[config.mk]
export PLATFORM = sky130hd
export DESIGN_NAME = dot_sched
export DESIGN_NICKNAME = d
export VERILOG_FILES = /design/src/rtl/dot_sched_pkg.sv /design/src/rtl/dot_sched_rr_arbiter.sv /design/src/rtl/dot_sched.sv
export SDC_FILE = /design/constraint.sdc
export NUM_CORES = 1
export LEC_CHECK = 0
export BUFFER_PORTS_ARGS = -buffer_cell sky130_fd_sc_hd__buf_4
export CORE_MARGIN = 2
export CORE_UTILIZATION = 54
export DETAILED_ROUTE_END_ITERATION = 7
export PLACE_DENSITY = 0.78
export SKIP_CTS_REPAIR_TIMING = 1
export SLEW_MARGIN = 30
export SYNTH_ARGS = -nofsm -noshare
export SYNTH_HDL_FRONTEND = slang
export SYNTH_SLANG_ARGS = --single-unit
[constraint.sdc]
create_clock -name clk -period 2.63 [get_ports clk]
set_input_delay 0.526 -clock clk [delete_from_list [all_inputs] [get_ports clk]]
set_output_delay 0.526 -clock clk [all_outputs]
set_load 0.01 [all_outputs]
[src/rtl/dot_sched_pkg.sv]
// Shared types and defaults for the dot-engine scheduler.
// Latency: n/a (declarations only).
// Backpressure: n/a.
//
// Contents:
//   state_t          - scheduler FSM state encoding
//   DOT_TIMEOUT_DEF  - default abandon limit in BUSY cycles
package dot_sched_pkg;

    typedef enum logic [2:0] {
        ST_IDLE  = 3'd0,
        ST_GRANT = 3'd1,
        ST_ISSUE = 3'd2,
        ST_BUSY  = 3'd3,
        ST_RESP  = 3'd4
    } state_t;

    localparam int DOT_TIMEOUT_DEF = 1024;

endpackage

[src/rtl/dot_sched_rr_arbiter.sv]
// Round-robin pick of one requester, searching upward from ptr with wrap.
// Latency: purely combinational, no state.
// Backpressure: none; the caller decides when to take the winner.
//
// Ports:
//   req    - request vector, one bit per requester
//   ptr    - index where the search starts (must be < R)
//   winner - index of the first asserted request at or after ptr
//   valid  - at least one request asserted
module rr_arbiter #(
    parameter  int R  = 4,
    localparam int SW = $clog2(R)
) (
    input  logic [R-1:0]  req,
    input  logic [SW-1:0] ptr,
    output logic [SW-1:0] winner,
    output logic          valid
);

    // Rotate so that bit 0 of w_rot is requester ptr; the first set bit of
    // w_rot is then the offset of the winner from ptr.
    logic [2*R-1:0] w_dbl;
    logic [R-1:0]   w_rot;
    logic [SW-1:0]  w_off;
    logic [SW:0]    w_sum;

    assign w_dbl = {req, req} >> ptr;
    assign w_rot = w_dbl[R-1:0];

    always_comb begin
        w_off = '0;
        // Descending scan: the lowest set offset is the last one written.
        for (int i = R - 1; i >= 0; i--) begin
            if (w_rot[i]) begin
                w_off = SW'(i);
            end
        end
    end

    assign valid = |req;
    assign w_sum = {1'b0, ptr} + {1'b0, w_off};

    // Wrap back into 0..R-1; works for R that is not a power of two.
    assign winner = (w_sum >= (SW + 1)'(R)) ? SW'(w_sum - (SW + 1)'(R))
                                            : w_sum[SW-1:0];

endmodule

[src/rtl/dot_sched.sv]
// Shares one dot engine among R requesters: round-robin grant, start, wait, respond.
// Latency: request to response 5 cycles minimum; back-to-back ops every 6 cycles.
// Backpressure: requesters hold req until gnt; req is only looked at in IDLE.
//
// Ports:
//   clk, rst            - clock and synchronous active-high reset
//   req[R]              - level requests;      gnt[R]       - one-hot grant pulse
//   sel[SW]             - owner index, drives the engine operand mux
//   eng_start           - start pulse to engine; eng_done - engine done level
//   rsp_valid[R]        - one-hot completion;  rsp_err      - 1 = timed out
//   err / err_clr       - sticky timeout flag and its clear
//   busy                - high whenever not IDLE
module dot_sched
    import dot_sched_pkg::*;
#(
    parameter  int R       = 4,
    parameter  int TIMEOUT = DOT_TIMEOUT_DEF,
    localparam int SW      = $clog2(R)
) (
    input  logic          clk,
    input  logic          rst,
    input  logic [R-1:0]  req,
    output logic [R-1:0]  gnt,
    output logic [SW-1:0] sel,
    output logic          eng_start,
    input  logic          eng_done,
    output logic [R-1:0]  rsp_valid,
    output logic          rsp_err,
    output logic          err,
    input  logic          err_clr,
    output logic          busy
);

    localparam int            CW      = $clog2(TIMEOUT);
    localparam logic [CW-1:0] CNT_MAX = CW'(TIMEOUT - 1);
    localparam logic [R-1:0]  ONE_LSB = R'(1);

    state_t        r_state;
    logic [SW-1:0] r_ptr;
    logic [SW-1:0] r_sel;
    logic [CW-1:0] r_bsy_cnt;
    logic          r_err;
    logic          r_rsp_err;

    logic [SW-1:0] w_winner;
    logic          w_win_vld;
    logic          w_done_ok;
    logic          w_timeout;
    logic          w_err_set;
    logic [R-1:0]  w_sel_oh;

    rr_arbiter #(
        .R (R)
    ) u_arb (
        .req    (req),
        .ptr    (r_ptr),
        .winner (w_winner),
        .valid  (w_win_vld)
    );

    // The first BUSY cycle (count 0) may still see done left high by the
    // previous operation, so only count >= 1 qualifies a done.
    assign w_done_ok = eng_done && (r_bsy_cnt != '0);
    assign w_timeout = (r_bsy_cnt == CNT_MAX);
    // A qualifying done in the timeout cycle beats the timeout.
    assign w_err_set = (r_state == ST_BUSY) && !w_done_ok && w_timeout;

    always_ff @(posedge clk) begin
        if (rst) begin
            r_state   <= ST_IDLE;
            r_ptr     <= '0;
            r_sel     <= '0;
            r_bsy_cnt <= '0;
            r_err     <= 1'b0;
            r_rsp_err <= 1'b0;
        end else begin
            case (r_state)
                ST_IDLE: begin
                    if (w_win_vld) begin
                        r_sel   <= w_winner;
                        r_ptr   <= (w_winner == SW'(R - 1)) ? '0 : w_winner + SW'(1);
                        r_state <= ST_GRANT;
                    end
                end
                ST_GRANT: begin
                    r_state <= ST_ISSUE;
                end
                ST_ISSUE: begin
                    r_bsy_cnt <= '0;
                    r_state   <= ST_BUSY;
                end
                ST_BUSY: begin
                    if (w_done_ok) begin
                        r_rsp_err <= 1'b0;
                        r_state   <= ST_RESP;
                    end else if (w_timeout) begin
                        r_rsp_err <= 1'b1;
                        r_state   <= ST_RESP;
                    end
                    if (!w_timeout) begin
                        r_bsy_cnt <= r_bsy_cnt + CW'(1);
                    end
                end
                ST_RESP: begin
                    r_state <= ST_IDLE;
                end
                default: begin
                    r_state <= ST_IDLE;
                end
            endcase

            // Set has priority over clear when both land in one cycle.
            if (w_err_set) begin
                r_err <= 1'b1;
            end else if (err_clr) begin
                r_err <= 1'b0;
            end
        end
    end

    // Moore outputs decoded from registered state; forced low while rst is
    // held so nothing leaks out before the synchronous reset takes effect.
    assign w_sel_oh  = ONE_LSB << r_sel;
    assign gnt       = (!rst && r_state == ST_GRANT) ? w_sel_oh : '0;
    assign eng_start = !rst && (r_state == ST_ISSUE);
    assign rsp_valid = (!rst && r_state == ST_RESP) ? w_sel_oh : '0;
    assign rsp_err   = !rst && (r_state == ST_RESP) && r_rsp_err;
    assign busy      = !rst && (r_state != ST_IDLE);
    assign sel       = r_sel;
    assign err       = r_err;

endmodule

==> key figures, run 1 <==
Pwr
  – Internal power component: 0.531 mW
  – Switching power as a share of total power: 0.358
  – Logic pwr share: 0.379
  – Maximum vdd ir drop: approximately 0.42 mV
  – Switching component of the power: 0.296 mW
  – Fraction of power consumed by the clock network: 0.180
  – Sequential group share of total power: 0.441
  – Cell area power density: 591 mW/mm²
  – Standby leakage power: 0.550 nW

Setup path
  – Register-to-register setup slack: 0.35 ns
  – Req. time, crit path: 2.87 ns
  – Arr. time, crit path: 2.51 ns
  – Critical-path cell with the highest stage delay: sky130_fd_sc_hd__dfxtp_1
  – Cells traversed along the worst timing path: nor3_1, a311oi_1, o21ai_1, ha_1, xor2_4, xnor2_1, or3_1, a21oi_1
  – Endpoint class of the critical path: flip-flop
  – Slowest stage delay, CP: 0.58 ns
  – Highest fanout seen on the critical path: 12
  – Startpoint kind of the worst setup timing path: flip-flop
  – Startpoint-to-endpoint class of the critical path: flip-flop to flip-flop

Synth
  – Number of instances in the synthesized netlist: 151
  – Unique cell type count in the Yosys netlist: 43
  – Total nets after synthesis: between 150 and 200
  – Post-synthesis cell type with the largest combined area: sky130_fd_sc_hd__dfxtp_1
  – Netlist area before placement: approximately 0.0012 mm²
  – Main area contributors after synthesis: sky130_fd_sc_hd__dfxtp_1 (31%), sky130_fd_sc_hd__nor2_1 (11%), sky130_fd_sc_hd__xnor2_1 (5.0%), sky130_fd_sc_hd__a21oi_1 (3.3%), sky130_fd_sc_hd__nand3_1 (3.3%)
  – Sequential fraction of the synthesis area: 0.312
  – Area share of the leading cell type in the synthesized netlist: 0.312
  – Number of register bits inferred by synthesis: 19
  – Synthesized area per cell: 8.08 µm²
  – Yosys warns: 0

Timing
  – Worst Skew: 0.00501 ns
  – Final Hold Violating Endpoints: 0
  – Final setup violation count: 0
  – Post-layout min period: 2.28 ns
  – Setup repair after global routing missed its margin: false
  – Highest achievable clock rate: 439 MHz
  – Max Slew Vio Count: 0
  – Sum of negative setup slack: 0 ns
  – Worst max-slew margin expressed relative to the limit: 0.586
  – Fin crit share: 0.866
  – Worst-margin pin slew: about 0.62 ns

Layout
  – Total Nets Final: 183
  – Proportion of layout cells with a drive suffix above 1: 0.211
  – Area growth syn-to-layout: 14.6%
  – Total of fill cells in the finished design: about 190
  – Number of inserted diodes: 0
  – Post-route insts no fill: ~200
  – Area taken by multi-input logic gates: 763 µm²
  – Area used by sequential logic in the layout: 380 µm²

Clock tree
  – Total clock sinks: 19
  – Worst-path clk slew: approximately 0.10 ns
  – CTS tree: built
  – Max H-tree Level: 1
  – Worst-skew pair later-pin latency: 0.30 ns
  – CTS Buffer Depth: 2
  – TritonCTS buffer count: 3
  – CTS Root Buffer Type: sky130_fd_sc_hd__clkbuf_4

Drt
  – Number of nets with antenna violations after detailed routing: 0
  – Drt via density: 5.54
  – DRC errors left: 0
  – Via count: 1103
  – Average detailed-routed wire length per instance: 12.3 µm
  – Wirelength, routed: around 2400 µm
  – Iteration count of the initial detailed-routing pass: 4
  – Number of DRC markers in iteration 0: 19

GRT
  – Number of antenna violations at the first check in global routing: 0
  – Number of global-route vias before repair: 983
  – Total congestion overflow after global routing: 0
  – Gr usage total: 0.204
  – First-pass GRT wire length: 4090 µm
  – Maximum number of pins on one net before global-route repair: 16

Floorplanning
  – Die boundary height: a little over 50 µm
  – Die W: 51.5 µm
  – Top-Level Pins: 22
  – Number of rows created at floorplan: 17
  – Die area: 0.00266 mm²
  – Core Box Area: 0.00217 mm²
  – Initial core utilization: 0.562

Outcome
  – Result of the run: finished, final reports clean

Place
  – Number of instances in the placed design: 195
  – Number of port buffers: 21
  – Estimated wirelength of the detail-placed design: 1880 µm
  – GP Congestion: 0.797

Run
  – Max-capacitance violation count: 0

Worst hold path
  – Class of the worst hold path: primary input to flip-flop
routing by layer:
| layer | GRT usage | vias up | share of wire |
|---|---|---|---|
| met5 | 0 | - | 0 |
| li1 | - | 563 | - |
| met3 | 0.0374 | 4 | 0.060 |
| met4 | 0.101 | 0 | 0.0086 |
| met1 | 0.260 | 502 | 0.47 |
| met2 | 0.331 | 34 | 0.46 |
layout by cell type (no fill, tap or decap), types with 2 or more instances in the layout:
cell / instances
sky130_fd_sc_hd__ha_1: 3
sky130_fd_sc_hd__nand2b_1: 6
sky130_fd_sc_hd__nand3_1: 8
sky130_fd_sc_hd__a31oi_1: 2
sky130_fd_sc_hd__xor2_1: 4
sky130_fd_sc_hd__buf_4: 22
sky130_fd_sc_hd__nor2_1: 36
sky130_fd_sc_hd__o21ai_0: 2
sky130_fd_sc_hd__a21oi_1: 8
sky130_fd_sc_hd__nor3_1: 7
sky130_fd_sc_hd__nor3_2: 3
sky130_fd_sc_hd__dfxtp_1: 19
sky130_fd_sc_hd__nand2_1: 7
sky130_fd_sc_hd__and3_1: 2
sky130_fd_sc_hd__nor4_1: 2
sky130_fd_sc_hd__clkbuf_4: 3
sky130_fd_sc_hd__inv_1: 6
sky130_fd_sc_hd__xnor2_1: 7
synthesized netlist by cell type, drive strengths merged:
cell / count
nor2: 36
dfxtp: 19
nor3: 10
a21oi: 8
nand3: 8
inv: 7
nand2: 7
xnor2: 7
nand2b: 6
xor2: 5
buf: 4
ha: 3
o21ai: 3
a31oi: 2
a41oi: 2
and3: 2
clkbuf: 2
nand4: 2
nor4: 2
o32ai: 2
a311oi: 1
a32o: 1
and2: 1
and2b: 1
and4: 1
mux2i: 1
nand3b: 1
nor2b: 1
nor4b: 1
o21bai: 1
o311a: 1
o41ai: 1
or3: 1
or4b: 1
worst max-delay path, delay by kind of cell, from the launching register on:
family / cells / cell delay [ns]
AO/OA/AOI/OAI: 3 / 0.50
XOR/XNOR: 2 / 0.35
adder cells (fa/ha/maj): 1 / 0.37
flip-flops: 1 / 0.58
AND/OR/NAND/NOR: 2 / 0.41
power groups by stage:
stage	combinational [mW]	clock [mW]	sequential, mW
2_1_floorplan	0.266	0	0.355
3_3_place_gp	0.302	0	0.367
3_5_place_dp	0.314	0	0.370
4_1_cts	0.315	0.155	0.364
5_1_grt	0.345	0.163	0.373
6_report	0.313	0.149	0.365
cells by family (layout without fill, tap and decap cells):
logic type / Yosys count / after routing / synth area share
buf+inv: 13 / 33 / 0.0626
flops: 19 / 19 / 0.312
simple gates: 81 / 81 / 0.335
xor+xnor: 12 / 12 / 0.102
mux: 1 / 1 / 0.00821
fa+ha+maj: 3 / 3 / 0.0308
compound gates: 22 / 22 / 0.150
path summary, 6_finish.rpt:
check                              start  endpoint  cells after the start
worst min register to register       err       err                      2
worst max-delay path            r_ptr[0]  r_ptr[1]                      8
worst min-delay path             err_clr       err                      3
worst max register to register  r_ptr[0]  r_ptr[1]                      8
per-stage QoR:
step | power (mW) | hold slack [ns] | worst slack (ns) | area [µm²] | util
6_report | 0.827 | 0.496 | 0.352 | 1400 | 0.644
5_1_grt | 0.881 | 0.508 | 0.177 | 1400 | 0.644
4_1_cts | 0.834 | 0.490 | 0.359 | 1400 | 0.644
3_5_place_dp | 0.685 | 0.488 | 0.269 | 1370 | 0.631
3_3_place_gp | 0.670 | 0.461 | 0.334 | 1370 | 0.631
2_1_floorplan | 0.622 | 0.493 | 0.433 | 1220 | -
flip-flops by register name, summed over array words and instances (netlist names):
register,cells
err,1
r_bsy_cnt,10
r_ptr,2
r_rsp_err,1
r_state,3
sel,2
final cells by class:
class	instances	share of cell area
Multi-Input combinational cell	119	0.546
Sequential cell	19	0.272
Timing Repair Buffer	22	0.118
Tap cell	28	0.0251
Inverter	7	0.0188
Clock buffer	3	0.0161
Clock inverter	1	0.00358
Note: power is estimated with default switching activity, not from simulation.
==> run 2, diff against run 1 <==
==> constraint.sdc (replaced) <==
create_clock -name clk -period 2.15 [get_ports clk]
set_input_delay 0.43 -clock clk [delete_from_list [all_inputs] [get_ports clk]]
set_output_delay 0.43 -clock clk [all_outputs]
set_load 0.01 [all_outputs]
==> run 2 against run 1 <==
  * Clock-buffer cell count up 1
  * Register-to-register slack worse by 0.23 ns
  * Sequential power up 20%
  * Global-route usage up 1.9 points
  * Clock skew down 0.0014 ns
  * First-iteration DRC count up 37%
  * Flip-flop and latch count unchanged
  * Via count up 6.9%
  * Critical path depth down 5
  * Clock power up 21%
  * Non-clock buffer count up 9
  * Routed wire length up 9.6%
==> key figures, run 2 (synthesized netlist as in run 1, its figures left out) <==
Outcome
  – Result of the run: finished, final reports clean

GRT
  – Maximum number of pins on one net before global-route repair: 15 (-1)
  – Number of global-route vias before repair: 1071 (+9.0%)
  – First-pass GRT wire length: 4480 µm (+9.5%)
  – Number of antenna violations at the first check in global routing: 0 (unchanged)
  – Gr usage total: 0.223 (+0.0193)
  – Total congestion overflow after global routing: 0 (unchanged)
  – Global-route met1 utilization: 0.259 (-0.000939)
  – Met3 track demand over resource in global routing: 0.0345 (-0.00287)
  – Met2 Resource Use GR: 0.408 (+0.0769)
  – Most crowded layer after global routing: met2

Setup path
  – Slowest stage delay, CP: 0.59 ns (about the same)
  – Startpoint of the most critical register-to-register path: r_ptr[0]
  – End of the worst register-to-register path: r_ptr[1]
  – Req. time, crit path: 1.72 ns (-1.15 ns)
  – End of the critical path: rsp_valid[0]
  – Register-to-register setup slack: 0.12 ns (-0.23 ns)
  – Startpoint-to-endpoint class of the critical path: flip-flop to output pin
  – Highest fanout seen on the critical path: 10 (-2)
  – Arr. time, crit path: 1.63 ns (-0.88 ns)
  – Worst Reg-to-Reg Cells: 9 (+1)
  – Endpoint class of the critical path: output pin
  – Startpoint kind of the worst setup timing path: flip-flop
  – Critical-path cell with the highest stage delay: sky130_fd_sc_hd__or4b_4
  – Cells traversed along the worst timing path: or4b_4, nor3_1, buf_4
  – Critical Path Source: r_state[1]

Clock tree
  – CTS Root Buffer Type: sky130_fd_sc_hd__clkbuf_4
  – TritonCTS buffer count: 3 (unchanged)
  – Worst-path clk slew: 0.10 ns (about the same)
  – CTS Buffer Depth: 2 (unchanged)
  – Worst-skew pair later-pin latency: 0.30 ns (about the same)
  – Total clock sinks: 19 (unchanged)
  – CTS tree: built
  – Max H-tree Level: 1 (unchanged)

Drt
  – Number of DRC markers in iteration 0: 26 (+7)
  – Average detailed-routed wire length per instance: 12.9 µm (+4.9%)
  – Via count: 1179 (+6.9%)
  – DRC errors left: 0 (unchanged)
  – Drt via density: 5.67 (+2.3%)
  – Wirelength, routed: 2680 µm (+9.6%)
  – Iteration count of the initial detailed-routing pass: 4 (unchanged)
  – Number of nets with antenna violations after detailed routing: 0 (unchanged)

Floorplanning
  – Die W: 51.5 µm (unchanged)
  – Initial core utilization: 0.562 (unchanged)
  – Top-Level Pins: 22 (unchanged)
  – Die boundary height: 51.5 µm (unchanged)
  – Core Box Area: 0.00217 mm² (unchanged)
  – Die area: 0.00266 mm² (unchanged)
  – Number of rows created at floorplan: 17 (unchanged)

Timing
  – Max Slew Vio Count: 0 (unchanged)
  – Worst-margin pin slew: 0.599 ns (-0.0209 ns)
  – Fin Hold WS: 0.386 ns (-0.110 ns)
  – Worst Skew: 0.00359 ns (-0.00142 ns)
  – Worst max-slew margin expressed relative to the limit: 0.600 (+0.0140)
  – Post-layout min period: 2.06 ns
  – Final critical-path setup slack: 0.0864 ns (-0.266 ns)
  – Fin crit share: 0.960
  – Final Hold Violating Endpoints: 0 (unchanged)
  – Highest achievable clock rate: 485 MHz
  – Final setup violation count: 0 (unchanged)

Place
  – GP Congestion: 0.775 (-2.7%)
  – Number of instances in the placed design: 204 (+4.6%)
  – Place WS: -0.0850 ns (-0.354 ns)
  – Estimated wirelength of the detail-placed design: 2010 µm (+6.8%)
  – Number of port buffers: 21 (unchanged)

Layout
  – Top library cells by usage in the layout, fill and taps aside: sky130_fd_sc_hd__nor2_1 (36), sky130_fd_sc_hd__buf_4 (31), sky130_fd_sc_hd__dfxtp_1 (17)
  – Flip-flop count of the largest register after layout: 10 (unchanged)
  – Most flops, register: r_bsy_cnt
  – Largest registers: r_bsy_cnt: 10 flops, r_state: 3 flops
  – Proportion of layout cells with a drive suffix above 1: 0.278 (+0.0673)
  – Most common cell after layout, fill and taps aside: sky130_fd_sc_hd__nor2_1
  – Number of inserted diodes: 0 (unchanged)
  – Area growth syn-to-layout: 22.4%
  – Total Nets Final: 192 (+4.9%)
  – Post-route insts no fill: 208 (+4.5%)

Pwr
  – Power consumption: 1.10 mW (+34%)
  – Maximum vdd ir drop: 0.559 mV (+33%)
  – Standby leakage power: 0.595 nW (+8.3%)
  – Cell area power density: 740 mW/mm² (+25%)

Run
  – Max-capacitance violation count: 0 (unchanged)

Worst hold path
  – Class of the worst hold path: primary input to flip-flop
-- run 2: changes by cell type in the layout (fill, tap and decap cells not counted), sizes merged --
| cell | delta |
|---|---|
| buf | +9 |
| clkbuf | +1 |
| clkinv | -1 |
-- run 2: cell type report --
class / count / area [µm²]
well taps: 28 / 35.0
multi-input cells: 119 / 790
flip-flops and latches: 19 / 383
fillers: 195 / 677
clock buffers: 4 / 26.3
repair buffers: 31 / 233
inverters: 7 / 26.3
-- run 2: stage by stage --
step	area, µm²	utilization	TNS [ns]
detailed placement	1440	0.663	-0.0850
global route	1490	0.688	-0.0405
finish	1490	0.688	0
floorplan	1220	-	0
CTS	1460	0.675	0
global placement	1440	0.663	-0.0149
-- run 2: worst min path at each step --
stage / start / endpoint / slack, ns / cells after the start
5_1_grt: err_clr / err / 0.43 / 3
2_1_floorplan: err / err / 0.49 / 2
6_report: err_clr / err / 0.39 / 3
3_5_place_dp: err / err / 0.47 / 2
4_1_cts: err_clr / err / 0.39 / 3
3_3_place_gp: err / err / 0.46 / 2
-- run 2: worst max-delay path, delay by kind of cell, from the launching register on --
kind	cells	cell delay, ns
buf+inv	1	0.16
flops	1	0.41
simple gates	2	0.77
-- run 2: report_power, final --
group	total (mW)	internal (mW)	leakage, nW	switching [mW]
clock network	0.181	0.0723	0.0150	0.108
registers	0.439	0.385	0.155	0.0533
logic	0.485	0.263	0.425	0.222
-- run 2: per-layer routing --
metal,part of all wire,up-vias
li1,-,578
met1,0.43,564
met2,0.51,31
met3,0.038,6
met4,0.016,0
met5,0,-
